===== config.mk =====
export PLATFORM = sky130hd
export DESIGN_NAME = ball_motion_flat
export DESIGN_NICKNAME = d
export VERILOG_FILES = /design/src/rtl/pong_pkg.sv /design/src/rtl/ball_motion_if.sv /design/src/rtl/ball_motion_serve_timer.sv /design/src/rtl/ball_motion.sv /design/src/flat_wrapper.sv
export SDC_FILE = /design/constraint.sdc
export NUM_CORES = 1
export LEC_CHECK = 0
export BUFFER_PORTS_ARGS = -buffer_cell sky130_fd_sc_hd__buf_2
export CAP_MARGIN = 30
export CORE_ASPECT_RATIO = 1.4
export CORE_MARGIN = 4
export CORE_UTILIZATION = 39
export DETAILED_ROUTE_END_ITERATION = 12
export SYNTH_ARGS = -nofsm -noshare
export SYNTH_HDL_FRONTEND = slang
export SYNTH_SLANG_ARGS = --single-unit

===== constraint.sdc =====
create_clock -name clk -period 9.7 [get_ports clk]
set_input_delay 1.94 -clock clk [delete_from_list [all_inputs] [get_ports clk]]
set_output_delay 1.94 -clock clk [all_outputs]
set_load 0.02 [all_outputs]

===== src/rtl/pong_pkg.sv =====
// Shared Speed Pong definitions: direction codes, ball FSM states and the
// playfield geometry used by the ball, collision and rendering stages.
package pong_pkg;

    typedef enum logic [2:0] {
        LU = 3'd0,
        LM = 3'd1,
        LD = 3'd2,
        RU = 3'd3,
        RM = 3'd4,
        RD = 3'd5
    } dir_t;

    typedef enum logic [1:0] {
        SERVE,
        MOVE,
        GOAL_L,
        GOAL_R
    } ball_state_t;

    localparam int SCREEN_W  = 640;
    localparam int SCREEN_H  = 480;
    localparam int BALL_SIZE = 30;
    localparam int X_MIN     = 10;
    localparam int X_MAX     = 630;
    localparam int Y_MIN     = 10;
    localparam int Y_MAX     = 470;

    localparam int CENTER_X1 = (SCREEN_W - BALL_SIZE) / 2;
    localparam int CENTER_Y1 = (SCREEN_H - BALL_SIZE) / 2;

    localparam int POS_W = 10;

endpackage


===== src/rtl/ball_motion_if.sv =====
// Bundle between the collision FSM (master) and the ball motion stage (slave):
// step/direction/hit requests in, bounding box and game events out.
interface ball_motion_if;
    import pong_pkg::*;

    logic             step_en;
    logic [2:0]       dir;
    logic             paddle_hit;
    logic [POS_W-1:0] ball_x1;
    logic [POS_W-1:0] ball_x2;
    logic [POS_W-1:0] ball_y1;
    logic [POS_W-1:0] ball_y2;
    logic             goal_p1;
    logic             goal_p2;
    logic             serving;
    logic [2:0]       speed;

    modport master (
        output step_en, dir, paddle_hit,
        input  ball_x1, ball_x2, ball_y1, ball_y2,
        input  goal_p1, goal_p2, serving, speed
    );

    modport slave (
        input  step_en, dir, paddle_hit,
        output ball_x1, ball_x2, ball_y1, ball_y2,
        output goal_p1, goal_p2, serving, speed
    );
endinterface


===== src/rtl/ball_motion_serve_timer.sv =====
// Counts step pulses while the ball waits at centre; flags the pulse that
// completes the serve delay so the ball FSM can launch on the following clock.
module serve_timer #(
    parameter int SERVE_TICKS = 100
) (
    input  logic clk,
    input  logic reset,
    input  logic i_clear,
    input  logic i_step_en,
    output logic o_done
);
    localparam int CW = $clog2(SERVE_TICKS + 1);
    localparam logic [CW-1:0] C_LAST = CW'(SERVE_TICKS - 1);
    localparam logic [CW-1:0] C_TERM = CW'(SERVE_TICKS);

    logic [CW-1:0] r_count;

    // Count step pulses up to the serve length, restarting whenever cleared
    always_ff @(posedge clk or posedge reset) begin
        if (reset) begin
            r_count <= '0;
        end else if (i_clear) begin
            r_count <= '0;
        end else if (i_step_en && (r_count != C_TERM)) begin
            r_count <= r_count + 1'b1;
        end
    end

    assign o_done = i_step_en && !i_clear && (r_count == C_LAST);

endmodule


===== src/rtl/ball_motion.sv =====
// Two-dimensional ball mover for Speed Pong: serve hold at centre, stepwise
// motion with wall clamping, goal detection with recentring, and speed-up
// every few paddle hits.
module ball_motion
    import pong_pkg::*;
#(
    parameter int SERVE_TICKS    = 100,
    parameter int HITS_PER_LEVEL = 4,
    parameter int SPEED_MAX      = 4
) (
    input  logic          clk,
    input  logic          reset,
    ball_motion_if.slave  io_ball
);
    localparam int HW = (HITS_PER_LEVEL > 1) ? $clog2(HITS_PER_LEVEL) : 1;

    localparam logic [HW-1:0]    C_HIT_LAST = HW'(HITS_PER_LEVEL - 1);
    localparam logic [2:0]       C_SPD_MAX  = 3'(SPEED_MAX);
    localparam logic [POS_W-1:0] C_CX1      = POS_W'(CENTER_X1);
    localparam logic [POS_W-1:0] C_CY1      = POS_W'(CENTER_Y1);
    localparam logic [POS_W-1:0] C_BALL     = POS_W'(BALL_SIZE);

    localparam logic signed [10:0] S_BALL   = 11'(BALL_SIZE);
    localparam logic signed [10:0] S_XMIN   = 11'(X_MIN);
    localparam logic signed [10:0] S_XMAX   = 11'(X_MAX);
    localparam logic signed [10:0] S_YMIN   = 11'(Y_MIN);
    localparam logic signed [10:0] S_YMAX   = 11'(Y_MAX);
    localparam logic signed [10:0] S_XRIGHT = 11'(X_MAX - BALL_SIZE);
    localparam logic signed [10:0] S_YLOW   = 11'(Y_MAX - BALL_SIZE);

    ball_state_t      r_state;
    logic [POS_W-1:0] r_x1;
    logic [POS_W-1:0] r_x2;
    logic [POS_W-1:0] r_y1;
    logic [POS_W-1:0] r_y2;
    logic [2:0]       r_speed;
    logic [HW-1:0]    r_hits;
    logic             r_goal_p1;
    logic             r_goal_p2;
    logic             r_serving;

    logic signed [10:0] w_step;
    logic signed [10:0] w_dx;
    logic signed [10:0] w_dy;
    logic signed [10:0] w_candX1;
    logic signed [10:0] w_candY1;
    logic signed [10:0] w_resX1;
    logic signed [10:0] w_resY1;
    logic [POS_W-1:0]   w_nextX1;
    logic [POS_W-1:0]   w_nextY1;
    logic               w_toGoalL;
    logic               w_toGoalR;
    logic               w_serveClear;
    logic               w_serveDone;

    assign w_serveClear = (r_state != SERVE);

    serve_timer #(
        .SERVE_TICKS (SERVE_TICKS)
    ) u_serve_timer (
        .clk       (clk),
        .reset     (reset),
        .i_clear   (w_serveClear),
        .i_step_en (io_ball.step_en),
        .o_done    (w_serveDone)
    );

    // Candidate next position for one step, with wall clamping and goal-line detection
    always_comb begin
        w_step    = {8'd0, r_speed};
        w_dx      = '0;
        w_dy      = '0;
        case (io_ball.dir)
            LU: begin w_dx = -w_step; w_dy = -w_step; end
            LM: begin w_dx = -w_step; end
            LD: begin w_dx = -w_step; w_dy =  w_step; end
            RU: begin w_dx =  w_step; w_dy = -w_step; end
            RM: begin w_dx =  w_step; end
            RD: begin w_dx =  w_step; w_dy =  w_step; end
            default: ;
        endcase

        w_candX1 = $signed({1'b0, r_x1}) + w_dx;
        w_candY1 = $signed({1'b0, r_y1}) + w_dy;

        w_resY1 = w_candY1;
        if (w_candY1 < S_YMIN) begin
            w_resY1 = S_YMIN;
        end else if ((w_candY1 + S_BALL) > S_YMAX) begin
            w_resY1 = S_YLOW;
        end

        w_resX1   = w_candX1;
        w_toGoalL = 1'b0;
        w_toGoalR = 1'b0;
        if (w_candX1 <= S_XMIN) begin
            w_resX1   = S_XMIN;
            w_toGoalL = 1'b1;
        end else if ((w_candX1 + S_BALL) >= S_XMAX) begin
            w_resX1   = S_XRIGHT;
            w_toGoalR = 1'b1;
        end

        w_nextX1 = w_resX1[POS_W-1:0];
        w_nextY1 = w_resY1[POS_W-1:0];
    end

    // Ball FSM: serve hold, stepwise motion, speed-up on hits, one-clock goal then recentre
    always_ff @(posedge clk or posedge reset) begin
        if (reset) begin
            r_state   <= SERVE;
            r_x1      <= C_CX1;
            r_x2      <= C_CX1 + C_BALL;
            r_y1      <= C_CY1;
            r_y2      <= C_CY1 + C_BALL;
            r_speed   <= 3'd1;
            r_hits    <= '0;
            r_goal_p1 <= 1'b0;
            r_goal_p2 <= 1'b0;
            r_serving <= 1'b1;
        end else begin
            r_goal_p1 <= 1'b0;
            r_goal_p2 <= 1'b0;
            case (r_state)
                SERVE: begin
                    if (w_serveDone) begin
                        r_state   <= MOVE;
                        r_serving <= 1'b0;
                    end
                end
                MOVE: begin
                    if (io_ball.step_en) begin
                        r_x1 <= w_nextX1;
                        r_x2 <= w_nextX1 + C_BALL;
                        r_y1 <= w_nextY1;
                        r_y2 <= w_nextY1 + C_BALL;
                        if (w_toGoalL) begin
                            r_state   <= GOAL_L;
                            r_goal_p2 <= 1'b1;
                        end else if (w_toGoalR) begin
                            r_state   <= GOAL_R;
                            r_goal_p1 <= 1'b1;
                        end
                    end
                    if (io_ball.paddle_hit) begin
                        if (r_hits == C_HIT_LAST) begin
                            r_hits <= '0;
                            if (r_speed != C_SPD_MAX) begin
                                r_speed <= r_speed + 3'd1;
                            end
                        end else begin
                            r_hits <= r_hits + 1'b1;
                        end
                    end
                end
                default: begin
                    r_state   <= SERVE;
                    r_x1      <= C_CX1;
                    r_x2      <= C_CX1 + C_BALL;
                    r_y1      <= C_CY1;
                    r_y2      <= C_CY1 + C_BALL;
                    r_speed   <= 3'd1;
                    r_hits    <= '0;
                    r_serving <= 1'b1;
                end
            endcase
        end
    end

    assign io_ball.ball_x1 = r_x1;
    assign io_ball.ball_x2 = r_x2;
    assign io_ball.ball_y1 = r_y1;
    assign io_ball.ball_y2 = r_y2;
    assign io_ball.goal_p1 = r_goal_p1;
    assign io_ball.goal_p2 = r_goal_p2;
    assign io_ball.serving = r_serving;
    assign io_ball.speed   = r_speed;

endmodule

===== src/flat_wrapper.sv =====
// flat-port wrapper written by rule: the top's interface ports become plain ports
module ball_motion_flat import pong_pkg::*;
#(
    parameter int SERVE_TICKS    = 100,
    parameter int HITS_PER_LEVEL = 4,
    parameter int SPEED_MAX      = 4
)
  (clk, reset, io_ball_step_en, io_ball_dir, io_ball_paddle_hit, io_ball_ball_x1, io_ball_ball_x2, io_ball_ball_y1, io_ball_ball_y2, io_ball_goal_p1, io_ball_goal_p2, io_ball_serving, io_ball_speed);
  ball_motion_if io_ball_i ();
  input  logic clk;
  input  logic reset;
  input wire logic [$bits(io_ball_i.step_en)-1:0] io_ball_step_en;
  input wire logic [$bits(io_ball_i.dir)-1:0] io_ball_dir;
  input wire logic [$bits(io_ball_i.paddle_hit)-1:0] io_ball_paddle_hit;
  output wire logic [$bits(io_ball_i.ball_x1)-1:0] io_ball_ball_x1;
  output wire logic [$bits(io_ball_i.ball_x2)-1:0] io_ball_ball_x2;
  output wire logic [$bits(io_ball_i.ball_y1)-1:0] io_ball_ball_y1;
  output wire logic [$bits(io_ball_i.ball_y2)-1:0] io_ball_ball_y2;
  output wire logic [$bits(io_ball_i.goal_p1)-1:0] io_ball_goal_p1;
  output wire logic [$bits(io_ball_i.goal_p2)-1:0] io_ball_goal_p2;
  output wire logic [$bits(io_ball_i.serving)-1:0] io_ball_serving;
  output wire logic [$bits(io_ball_i.speed)-1:0] io_ball_speed;
  assign io_ball_i.step_en = io_ball_step_en;
  assign io_ball_i.dir = io_ball_dir;
  assign io_ball_i.paddle_hit = io_ball_paddle_hit;
  assign io_ball_ball_x1 = io_ball_i.ball_x1;
  assign io_ball_ball_x2 = io_ball_i.ball_x2;
  assign io_ball_ball_y1 = io_ball_i.ball_y1;
  assign io_ball_ball_y2 = io_ball_i.ball_y2;
  assign io_ball_goal_p1 = io_ball_i.goal_p1;
  assign io_ball_goal_p2 = io_ball_i.goal_p2;
  assign io_ball_serving = io_ball_i.serving;
  assign io_ball_speed = io_ball_i.speed;
  ball_motion #(.SERVE_TICKS(SERVE_TICKS), .HITS_PER_LEVEL(HITS_PER_LEVEL), .SPEED_MAX(SPEED_MAX)) u_core (.clk(clk), .reset(reset), .io_ball(io_ball_i));
endmodule

Word-level counts from Yosys, hierarchy flattened
Index checks and enable logic that the tools add are counted.
{"block": "totals", "input_bits": 7, "ff_bits": 57}
{"block": "op_classes", "n_addsub": 10, "bitwise_logic": 2, "mux": 40, "n_reduce_logical": 17, "eq_ne": 16, "n_lt_le_gt_ge": 4}
{"operator": "$mux W10", "n": 8}
{"operator": "$pmux W10 S2", "n": 4}
{"operator": "$pmux W11 S2", "n": 2}
{"operator": "$add A11 B11 Y11", "n": 2}
{"operator": "$add A11 B6 Y11 const B", "n": 2}
{"operator": "$add A10 B5 Y10 const B", "n": 2}
{"operator": "$mux W7", "n": 2}
{"operator": "$mux W2", "n": 6}
{"operator": "$ge A11 B11 Y1 const B", "n": 1}
{"operator": "$gt A11 B10 Y1 const B", "n": 1}
{"operator": "$le A11 B5 Y1 const B", "n": 1}
{"operator": "$lt A11 B5 Y1 const B", "n": 1}
{"operator": "$mux W1", "n": 11}
{"operator": "$neg A3 Y11", "n": 1}
{"operator": "$mux W3", "n": 3}
{"operator": "$pmux W2 S2", "n": 2}
{"operator": "$add A7 B1 Y7 const B", "n": 1}
{"operator": "$eq A7 B7 Y1 const B", "n": 1}
{"operator": "$ne A7 B7 Y1 const B", "n": 1}
{"operator": "$eq A3 B2 Y1 const B", "n": 2}
{"operator": "$eq A3 B3 Y1 const B", "n": 2}
{"operator": "$ne A2 B2 Y1 const B", "n": 3}
{"operator": "$pmux W3 S2", "n": 1}
{"operator": "$reduce_and A2 Y1", "n": 3}
{"operator": "19 further kinds", "n": 26}

Longest topological paths before layout
Gate-level depths: netlist of the first run.
{"block": "logic_depth", "word_depth": 12, "mapped_depth": 23}

By module
From an unflattened synthesis of the first run, not the netlist that was laid out.
{"block": "unflattened", "cells_unflattened": 483, "area_unflattened_um2": 4221.5}
{"module": "ball_motion", "area_per_inst_um2": 3776.1, "cells_each": 436, "instances": 1}
{"module": "serve_timer", "area_per_inst_um2": 445.4, "cells_each": 47, "instances": 1}

Least setup slack after synthesis of the first run
OpenSTA, ideal clock, no wires.
{"block": "synth_timing", "path_kind": "input port to flip-flop", "from": "input io_ball_dir[1]", "to": "register u_core.r_x2[7] (netlist: u_core.io_ball.ball_x2[7])", "arrival_time_ns": 6.406, "n_path_buf": 3, "path_stages": 20, "path_slack_ns": 3.172, "cell_sequence": "clkbuf_1 and2_1 nor3_1 ha_1 clkbuf_1 and2_1 a311o_1 o21ai_1 xor2_1 or4b_1 and3_1 clkbuf_1 nor2_1 nand2_1 ha_1 nor3b_1 and2_1 a21oi_1 or4b_1 a32o_1"}
{"block": "synth_via", "elab_chain_cells": 11, "word_cells_on_any_way": 18}
{"item": "start, declared", "line_no": "flat_wrapper.sv:13", "source": "input wire logic [$bits(io_ball_i.dir)-1:0] io_ball_dir;"}
{"item": "$eq A3 B3 Y1 (tied with other cells)", "line_no": "ball_motion.sv:73", "source": "case (io_ball.dir)"}
{"item": "$reduce_or A3 Y1 (no source line)"}
{"item": "$pmux W11 S2 (*)", "line_no": "ball_motion.sv:73"}
{"item": "$add A11 B11 Y11 (*)", "line_no": "ball_motion.sv:83", "source": "w_candX1 = $signed({1'b0, r_x1}) + w_dx;"}
{"item": "$add A11 B6 Y11", "line_no": "ball_motion.sv:99", "source": "end else if ((w_candX1 + S_BALL) >= S_XMAX) begin"}
{"item": "$ge A11 B11 Y1", "line_no": "ball_motion.sv:99"}
{"item": "$mux W10", "line_no": "ball_motion.sv:99"}
{"item": "$mux W10 (*)", "line_no": "ball_motion.sv:96", "source": "if (w_candX1 <= S_XMIN) begin"}
{"item": "$add A10 B5 Y10 (*)", "line_no": "ball_motion.sv:134", "source": "r_x2 <= w_nextX1 + C_BALL;"}
{"item": "$mux W10 (*)", "line_no": "ball_motion.sv:132", "source": "if (io_ball.step_en) begin"}
{"item": "$pmux W10 S2 (*)", "line_no": "ball_motion.sv:124", "source": "case (r_state)"}
{"item": "end signal, assigned", "line_no": "ball_motion.sv:113", "source": "r_x2 <= C_CX1 + C_BALL;"}
{"item": "end signal, assigned", "line_no": "ball_motion.sv:134"}
{"item": "end signal, assigned", "line_no": "ball_motion.sv:159", "source": "r_x2 <= C_CX1 + C_BALL;"}
{"item": "end, declared", "line_no": "ball_motion.sv:33", "source": "logic [POS_W-1:0] r_x2;"}
Mark *: on every way between the ends. The rest lies on a longest branch, timed or not. The select of a mux whose other input is x is not followed.
A chain may end at the register's enable or synchronous reset.

Final worst setup path of the first run
{"block": "layout_timing", "from": "input io_ball_dir[1]", "to": "register u_core.r_y2[9] (netlist: u_core.io_ball.ball_y2[9])"}
{"block": "layout_via", "elab_chain_cells": 11, "word_cells_on_any_way": 16}
{"item": "$eq A3 B2 Y1 (tied with other cells)", "line_no": "ball_motion.sv:73"}
{"item": "$reduce_or A2 Y1 (no source line)"}
{"item": "$pmux W11 S2 (*)", "line_no": "ball_motion.sv:73"}
{"item": "$add A11 B11 Y11 (*)", "line_no": "ball_motion.sv:84", "source": "w_candY1 = $signed({1'b0, r_y1}) + w_dy;"}
{"item": "$add A11 B6 Y11", "line_no": "ball_motion.sv:89", "source": "end else if ((w_candY1 + S_BALL) > S_YMAX) begin"}
{"item": "$gt A11 B10 Y1", "line_no": "ball_motion.sv:89"}
{"item": "$mux W10", "line_no": "ball_motion.sv:89"}
{"item": "$mux W10 (*)", "line_no": "ball_motion.sv:87", "source": "if (w_candY1 < S_YMIN) begin"}
{"item": "$add A10 B5 Y10 (*)", "line_no": "ball_motion.sv:136", "source": "r_y2 <= w_nextY1 + C_BALL;"}
{"item": "$mux W10 (*)", "line_no": "ball_motion.sv:132"}
{"item": "$pmux W10 S2 (*)", "line_no": "ball_motion.sv:124"}
{"item": "end signal, assigned", "line_no": "ball_motion.sv:115", "source": "r_y2 <= C_CY1 + C_BALL;"}
{"item": "end signal, assigned", "line_no": "ball_motion.sv:136"}
{"item": "end signal, assigned", "line_no": "ball_motion.sv:161", "source": "r_y2 <= C_CY1 + C_BALL;"}
{"item": "end, declared", "line_no": "ball_motion.sv:35", "source": "logic [POS_W-1:0] r_y2;"}
Marks and branches as above.

==> results.py, run 1 <==
metrics = {
    "synth": {
        "yosysTopAreaCell": "sky130_fd_sc_hd__dfrtp_1",
        "synth_seq_area_share_pct": 32.5,
        "yosys_register_bits": 55,
        "synth-simple-area-share_pct": 21.2,
        "postSynthNetCount": 528,
        "synth_area_leaders": "sky130_fd_sc_hd__dfrtp_1, sky130_fd_sc_hd__dfstp_2, sky130_fd_sc_hd__ha_1",
        "synthesis.yosys.warnings": 0,
        "netlist-cell-type-count": 73,
        "synth-xor-area-share_pct": 6.05,
        "postSynth.asyncResetShare_pct": 100,
        "avgSynthCellArea_sq_um": 8.86,
        "post_synth_edffs": 0,
        "yosysTopAreaCellShare_pct": 19.1,
        "compound_cell_area_share_of_the_yosys_netlist_pct": 26.0,
        "synth_top_flop_cell": "sky130_fd_sc_hd__dfrtp_1",
        "synthMuxAreaShare_pct": 0.694,
        "post_synth_fa_ha_maj_area_fraction_pct": 9.90,
        "synth.cell_area_sq_mm": 0.00432,
        "combinational_family_with_the_most_area_after_synthesis": "compound AO/OA/AOI/OAI gates",
        "synth_cells": 488,
    },
    "timing": {
        "period_minus_ws_final_ns": 6.88,
        "final_setup_violation_count": 0,
        "fin_setup_tns_ns": 0,
        "hold_violations": 0,
        "finalCritPeriodShare_pct": 70.9,
        "worst_pin_slew_ns": 0.900,
        "rsz_0062_raised_after_global_routing": "false",
        "max_slew_margin_pct": 40.0,
        "timing.clock.skew_ns": 0.0147,
        "final_max_slew_viol_count": 0,
        "hold-worst-slack_ns": 0.496,
        "max_freq_mhz": 145,
    },
    "place": {
        "dpl.hpwl_microns": 9140,
        "gp_routability_congestion": 0.899,
        "buffer_ports.inserted": 52,
        "place_area_sq_mm": 0.00471,
    },
    "cts": {
        "ctsHtreeMaxLevel": 2,
        "clock_tree.root_cell": "sky130_fd_sc_hd__clkbuf_16",
        "cts_tree": "done",
        "cts_buffer_depth": 2,
        "cts_repair_resize_count": 0,
        "clk_pin_slew_worst_paths_ns": 0.07,
        "clock_latency_late_sink_ns": 0.30,
        "post-cts-setup-buffers": 0,
        "cts_num_sinks": 55,
        "numCtsBuffers": 5,
        "post_cts_hold_buffer_count": 0,
    },
    "cells_and_area": {
        "multiInputGateArea_sq_mm": 0.00276,
        "mostFrequentLayoutCells": "sky130_fd_sc_hd__buf_2, sky130_fd_sc_hd__nor2_1, sky130_fd_sc_hd__a21oi_1",
        "fin_area_sq_mm": 0.00485,
        "layout_cells_sized_above_1_pct": 19.4,
        "area_delta_synth_final_pct": 12.1,
        "seqCellArea_sq_mm": 0.00140,
        "nFillCells": 1106,
        "nNetsFinal": 571,
        "layout.cells.most_common": "sky130_fd_sc_hd__buf_2",
        "diodes": 0,
    },
    "critical_path": {
        "crit_path_top_delay_cell": "sky130_fd_sc_hd__nor3_1",
        "endpoint_kind": "register",
        "worst-path-max-fanout": 9,
        "worstSetupPathType": "input port to register",
        "worst_r2r_path_depth": 20,
        "crit_chain": "buf_2 -> xor2_1 -> nor3_1 -> ha_1 -> and3_1 -> a221o_1 -> a221oi_2 -> a2111o_1 -> a221o_1 -> a31o_4 -> nand2_1 -> or3_1 -> ha_1 -> nand3_1 -> or4b_1 -> nor4b_2 -> xnor2_1 -> o41ai_2",
        "timing.critical_path.from_type": "input port",
        "timing.rr.start": "u_core.io_ball.speed[0]",
        "regToRegEndpoint": "u_core.io_ball.ball_y2[9]",
        "worst_path_largest_cell_delay_ns": 0.62,
        "rrSetupSlack_ns": 3.79,
        "worst_ep_arrival_time_ns": 7.08,
        "cp_data_required_time_ns": 9.90,
    },
    "floorplan": {
        "floorplan.core_area_sq_mm": 0.0109,
        "start_util_pct": 39.8,
        "floorplan.die_area_sq_mm": 0.0129,
        "placementRows": 45,
        "floorplan.die.width_microns": 97.0,
        "dieHeight_microns": 133,
        "i_o_pin_count": 53,
    },
    "route": {
        "post-route-drc-count": 0,
        "detail-route-antenna-nets": 0,
        "first_iter_violations": 140,
        "finalWirelength_microns": 11800,
        "via_count": 3901,
        "via_cell_ratio": 5.80,
        "detailedRoute.firstPassIterationCount": 4,
        "wl_per_cell_microns": 17.5,
    },
    "pwr": {
        "power-per-cell-area_mw_per_mm2": 144,
        "total_power_w": 0.000697,
        "leakage_nw": 2.25,
        "irDropWorstVdd_uv": 60.7,
    },
    "global_routing": {
        "groute.usage.overall_pct": 18.4,
        "antenna_found_initial": 0,
        "number_of_global_route_vias_before_repair": 3823,
        "grt_pass1_wl_microns": 19300,
        "remaining_global_route_overflow": 0,
        "grt_max_degree": 56,
    },
    "worst_hold_path": {
        "whs_endpoint": "u_core.io_ball.ball_y2[8]",
        "worst_hold_startpoint": "u_core.io_ball.ball_y2[8]",
        "holdCritPathClass": "register to register",
        "holdPathStages": 2,
    },
    "outcome": {
        "status": "complete, no violations",
    },
    "run": {
        "maxCapViolCount": 0,
    },
}
critical path: cells and delay by family:
family                   cells  cell delay, ns
XOR/XNOR                     2            0.31
AND/OR/NAND/NOR              7            2.19
adder cells (fa/ha/maj)      2            0.65
AO/OA/AOI/OAI                6            1.83
buffers and inverters        1            0.15
Yosys cell counts, drive strengths merged (4+ instances only):
| library cell | number |
|---|---|
| nor2 | 50 |
| a21oi | 35 |
| dfrtp | 33 |
| ha | 31 |
| nand2 | 31 |
| o21ai | 27 |
| nor3 | 23 |
| dfstp | 22 |
| inv | 19 |
| nand3 | 17 |
| xnor2 | 17 |
| clkbuf | 16 |
| a21o | 15 |
| xor2 | 12 |
| and2 | 9 |
| or2 | 7 |
| a211o | 6 |
| nand2b | 6 |
| o41ai | 6 |
| or3 | 6 |
| a211oi | 5 |
| a22o | 5 |
| a311oi | 5 |
| nand4 | 5 |
| o211ai | 5 |
| a221oi | 4 |
| and3 | 4 |
| buf | 4 |
| o21a | 4 |
| or4b | 4 |
kinds of logic after synthesis:
group | Yosys count
AOI/OAI and AO/OA | 151
xor gates and xnor gates | 29
adders and majority gates | 33
buffers and inverters | 39
DFF | 55
muxes | 3
and+or+nand+nor | 178
where the power goes:
group	switching, W	total, W	internal, W
sequential	0.0000227	0.000280	0.000257
combinational	0.000145	0.000236	0.0000908
clock	0.0000853	0.000182	0.0000963
registers in the layout, indices dropped and copies added (netlist names):
signal	cells
u_core.io_ball.ball_x1	9
u_core.io_ball.ball_x2	10
u_core.io_ball.ball_y1	9
u_core.io_ball.ball_y2	10
u_core.io_ball.goal_p1	1
u_core.io_ball.goal_p2	1
u_core.io_ball.serving	1
u_core.io_ball.speed	3
u_core.r_hits	2
u_core.r_state	2
u_core.u_serve_timer.r_count	7
per-layer routing:
layer  part of all wire (%)  wire [microns]  GRT usage (%)
met4                    3.0             357           7.81
met2                     53            6230           33.1
met1                     42            4990           22.0
met3                    1.8             217           1.85
met5                      0               0              0
stage by stage:
step	util (%)	setup slack, ns	cells
after global routing	44.6	2.51	673
after global placement	43.1	2.63	663
final	44.6	2.82	673
after floorplan	-	3.17	488
after detailed placement	43.3	2.54	665
after CTS	44.6	2.86	673
final cells by class:
| type | instances | share of cell area (%) |
|---|---|---|
| multi-input cells | 394 | 57.0 |
| clock buffers | 7 | 2.74 |
| clock inverters | 1 | 0.155 |
| repair buffers | 56 | 6.09 |
| well taps | 141 | 3.64 |
| inverters | 19 | 1.47 |
| flip-flops and latches | 55 | 29.0 |
worst max-delay path by stage:
stage                    from                         to  slack [ns]  cells past startpoint
3_5_place_dp   io_ball_dir[1]  u_core.io_ball.ball_y2[9]        2.54                     18
4_1_cts        io_ball_dir[1]  u_core.io_ball.ball_y2[9]        2.86                     18
2_1_floorplan  io_ball_dir[1]  u_core.io_ball.ball_x2[7]        3.17                     20
6_report       io_ball_dir[1]  u_core.io_ball.ball_y2[9]        2.82                     18
5_1_grt        io_ball_dir[1]  u_core.io_ball.ball_y2[9]        2.51                     18
3_3_place_gp   io_ball_dir[1]  u_core.io_ball.ball_y2[9]        2.63                     18
Note: power is estimated with default switching activity, not from simulation.
==> run 2: changes to the inputs <==
==> constraint.sdc (replaced) <==
create_clock -name clk -period 6.05 [get_ports clk]
set_input_delay 1.21 -clock clk [delete_from_list [all_inputs] [get_ports clk]]
set_output_delay 1.21 -clock clk [all_outputs]
set_load 0.02 [all_outputs]
==> results.py, run 2 (synthesized netlist as in run 1, its figures left out) <==
metrics = {
    "outcome": {
        "status": "complete, no violations",
    },
    "pwr": {
        "seq_power_share_pct": 38.1,
        "irDropWorstVdd_uv": 136,
        "leakage_nw": 2.39,
        "p_comb_share_pct": 35.3,
        "power.share.clock_pct": 26.6,
        "power.share.switching_pct": 35.4,
        "net-switching-power_w": 0.000416,
        "p_int_w": 0.000760,
        "power-per-cell-area_mw_per_mm2": 233,
    },
    "critical_path": {
        "worst_path_largest_cell_delay_ns": 0.54,
        "crit_path_top_delay_cell": "sky130_fd_sc_hd__a221oi_2",
        "worst-path-max-fanout": 9,
        "worst_ep_arrival_time_ns": 5.95,
        "endpoint_kind": "register",
        "cp_data_required_time_ns": 6.24,
        "critical_path.n_buffers_inverters": 3,
        "worstSetupPathType": "input port to register",
        "timing.critical_path.max_delay_family": "compound AO/OA/AOI/OAI gates",
        "timing.critical_path.from_type": "input port",
        "crit_chain": "buf_2 -> xor2_1 -> inv_1 -> a21oi_1 -> o21a_1 -> inv_1 -> ha_1 -> a21o_1 -> a221o_1 -> a221oi_2 -> a2111o_1 -> a221o_1 -> a31o_4 -> nand2_1 -> or3_1 -> ha_1 -> nand3_1 -> or4b_1 -> nor4b_2 -> xnor2_1 -> o41ai_2",
    },
    "cells_and_area": {
        "mostFrequentLayoutCells": "sky130_fd_sc_hd__buf_2, sky130_fd_sc_hd__nor2_1, sky130_fd_sc_hd__a21oi_1",
        "layout.cells.most_common": "sky130_fd_sc_hd__buf_2",
        "nFillCells": 1047,
        "area_delta_synth_final_pct": 16.7,
        "filler_free_cell_count_of_the_finished_design": 698,
        "diodes": 0,
        "fin_area_sq_mm": 0.00504,
        "nNetsFinal": 596,
        "layout_cells_sized_above_1_pct": 23.2,
        "fin_util_pct": 46.4,
    },
    "place": {
        "dpl.hpwl_microns": 9540,
        "buffer_ports.inserted": 52,
        "placed_cells": 690,
        "place_area_sq_mm": 0.00489,
        "gp_routability_congestion": 0.879,
    },
    "global_routing": {
        "number_of_global_route_vias_before_repair": 4074,
        "grt_pass1_wl_microns": 20700,
        "grt_max_degree": 56,
        "antenna_found_initial": 0,
        "groute.usage.overall_pct": 19.7,
        "remaining_global_route_overflow": 0,
    },
    "floorplan": {
        "dieHeight_microns": 133,
        "floorplan.die.width_microns": 97.0,
        "start_util_pct": 39.8,
        "i_o_pin_count": 53,
        "floorplan.die_area_sq_mm": 0.0129,
        "placementRows": 45,
        "floorplan.core_area_sq_mm": 0.0109,
    },
    "cts": {
        "clk_pin_slew_worst_paths_ns": 0.07,
        "cts_buffer_depth": 2,
        "numCtsBuffers": 5,
        "post-cts-setup-buffers": 0,
        "cts_num_sinks": 55,
        "clock_tree.root_cell": "sky130_fd_sc_hd__clkbuf_16",
        "ctsHtreeMaxLevel": 2,
        "clock_latency_late_sink_ns": 0.30,
        "cts_repair_resize_count": 0,
        "post_cts_hold_buffer_count": 0,
        "cts_tree": "done",
    },
    "route": {
        "via_cell_ratio": 5.86,
        "first_iter_violations": 183,
        "finalWirelength_microns": 12600,
        "wl_per_cell_microns": 18.1,
        "detail-route-antenna-nets": 0,
        "post-route-drc-count": 0,
        "detailedRoute.firstPassIterationCount": 5,
        "via_count": 4092,
    },
    "timing": {
        "worst_pin_slew_ns": 1.04,
        "period_minus_ws_final_ns": 5.76,
        "hold_violations": 0,
        "final_max_slew_viol_count": 0,
        "max_freq_mhz": 174,
        "rsz_0062_raised_after_global_routing": "false",
        "max_slew_margin_pct": 30.7,
        "timing.clock.skew_ns": 0.00615,
        "final_setup_violation_count": 0,
        "fin_setup_tns_ns": 0,
        "finalCritPeriodShare_pct": 95.2,
    },
    "worst_hold_path": {
        "holdCritPathClass": "register to register",
    },
    "run": {
        "maxCapViolCount": 0,
    },
}
run 2: cell type report:
| type | instances | area [sq um] | share of cell area [%] |
|---|---|---|---|
| Clock buffer | 8 | 156 | 3.10 |
| Sequential cell | 55 | 1400 | 27.8 |
| Inverter | 19 | 71.3 | 1.41 |
| Multi-Input combinational cell | 394 | 2760 | 54.7 |
| Timing Repair Buffer | 81 | 475 | 9.42 |
| Tap cell | 141 | 176 | 3.50 |
run 2: worst paths after layout:
kind / end / from / slack (ns) / depth (start not counted)
max: u_core.io_ball.ball_y2[9] / io_ball_dir[1] / 0.29 / 21
min: u_core.io_ball.ball_y2[9] / u_core.io_ball.ball_y2[9] / 0.48 / 2
max reg2reg: u_core.io_ball.ball_y2[9] / u_core.io_ball.speed[0] / 0.44 / 20
min reg2reg: u_core.io_ball.ball_y2[9] / u_core.io_ball.ball_y2[9] / 0.48 / 2
max in group asynchronous: u_core.io_ball.ball_x2[5] / reset / 4.47 / 3
min in group asynchronous: u_core.u_serve_timer.r_count[6] / reset / 1.10 / 3
run 2: power by group through the flow:
stage               Combinational (W)  Sequential, W  Clock [W]
detailed placement           0.000411       0.000454          0
global placement             0.000404       0.000452          0
floorplan                    0.000276       0.000461          0
finish                       0.000415       0.000448   0.000313
CTS                          0.000414       0.000447   0.000325
global route                 0.000459       0.000452   0.000338
run 2: through the flow:
stage	total power, W	hold WS [ns]	setup slack (ns)
2_1_floorplan	0.000737	0.498	0.252
3_3_place_gp	0.000856	0.464	0.156
3_5_place_dp	0.000865	0.468	0.0630
4_1_cts	0.00119	0.488	0.337
5_1_grt	0.00125	0.516	0.0101
6_report	0.00118	0.482	0.292
run 2: tightest hold or removal path, cell delays in order, from the launching register on:
cell and delay, ns:
sky130_fd_sc_hd__dfrtp_1 0.34, sky130_fd_sc_hd__nand2_1 0.06, sky130_fd_sc_hd__o41ai_2 0.05
run 2: layer usage:
layer,up-vias,GRT usage (%),part of all wire [%]
met5,-,0,0
li1,1966,-,-
met2,120,35.6,52
met1,1975,22.6,41
met4,0,9.91,4.0
met3,31,2.64,3.8
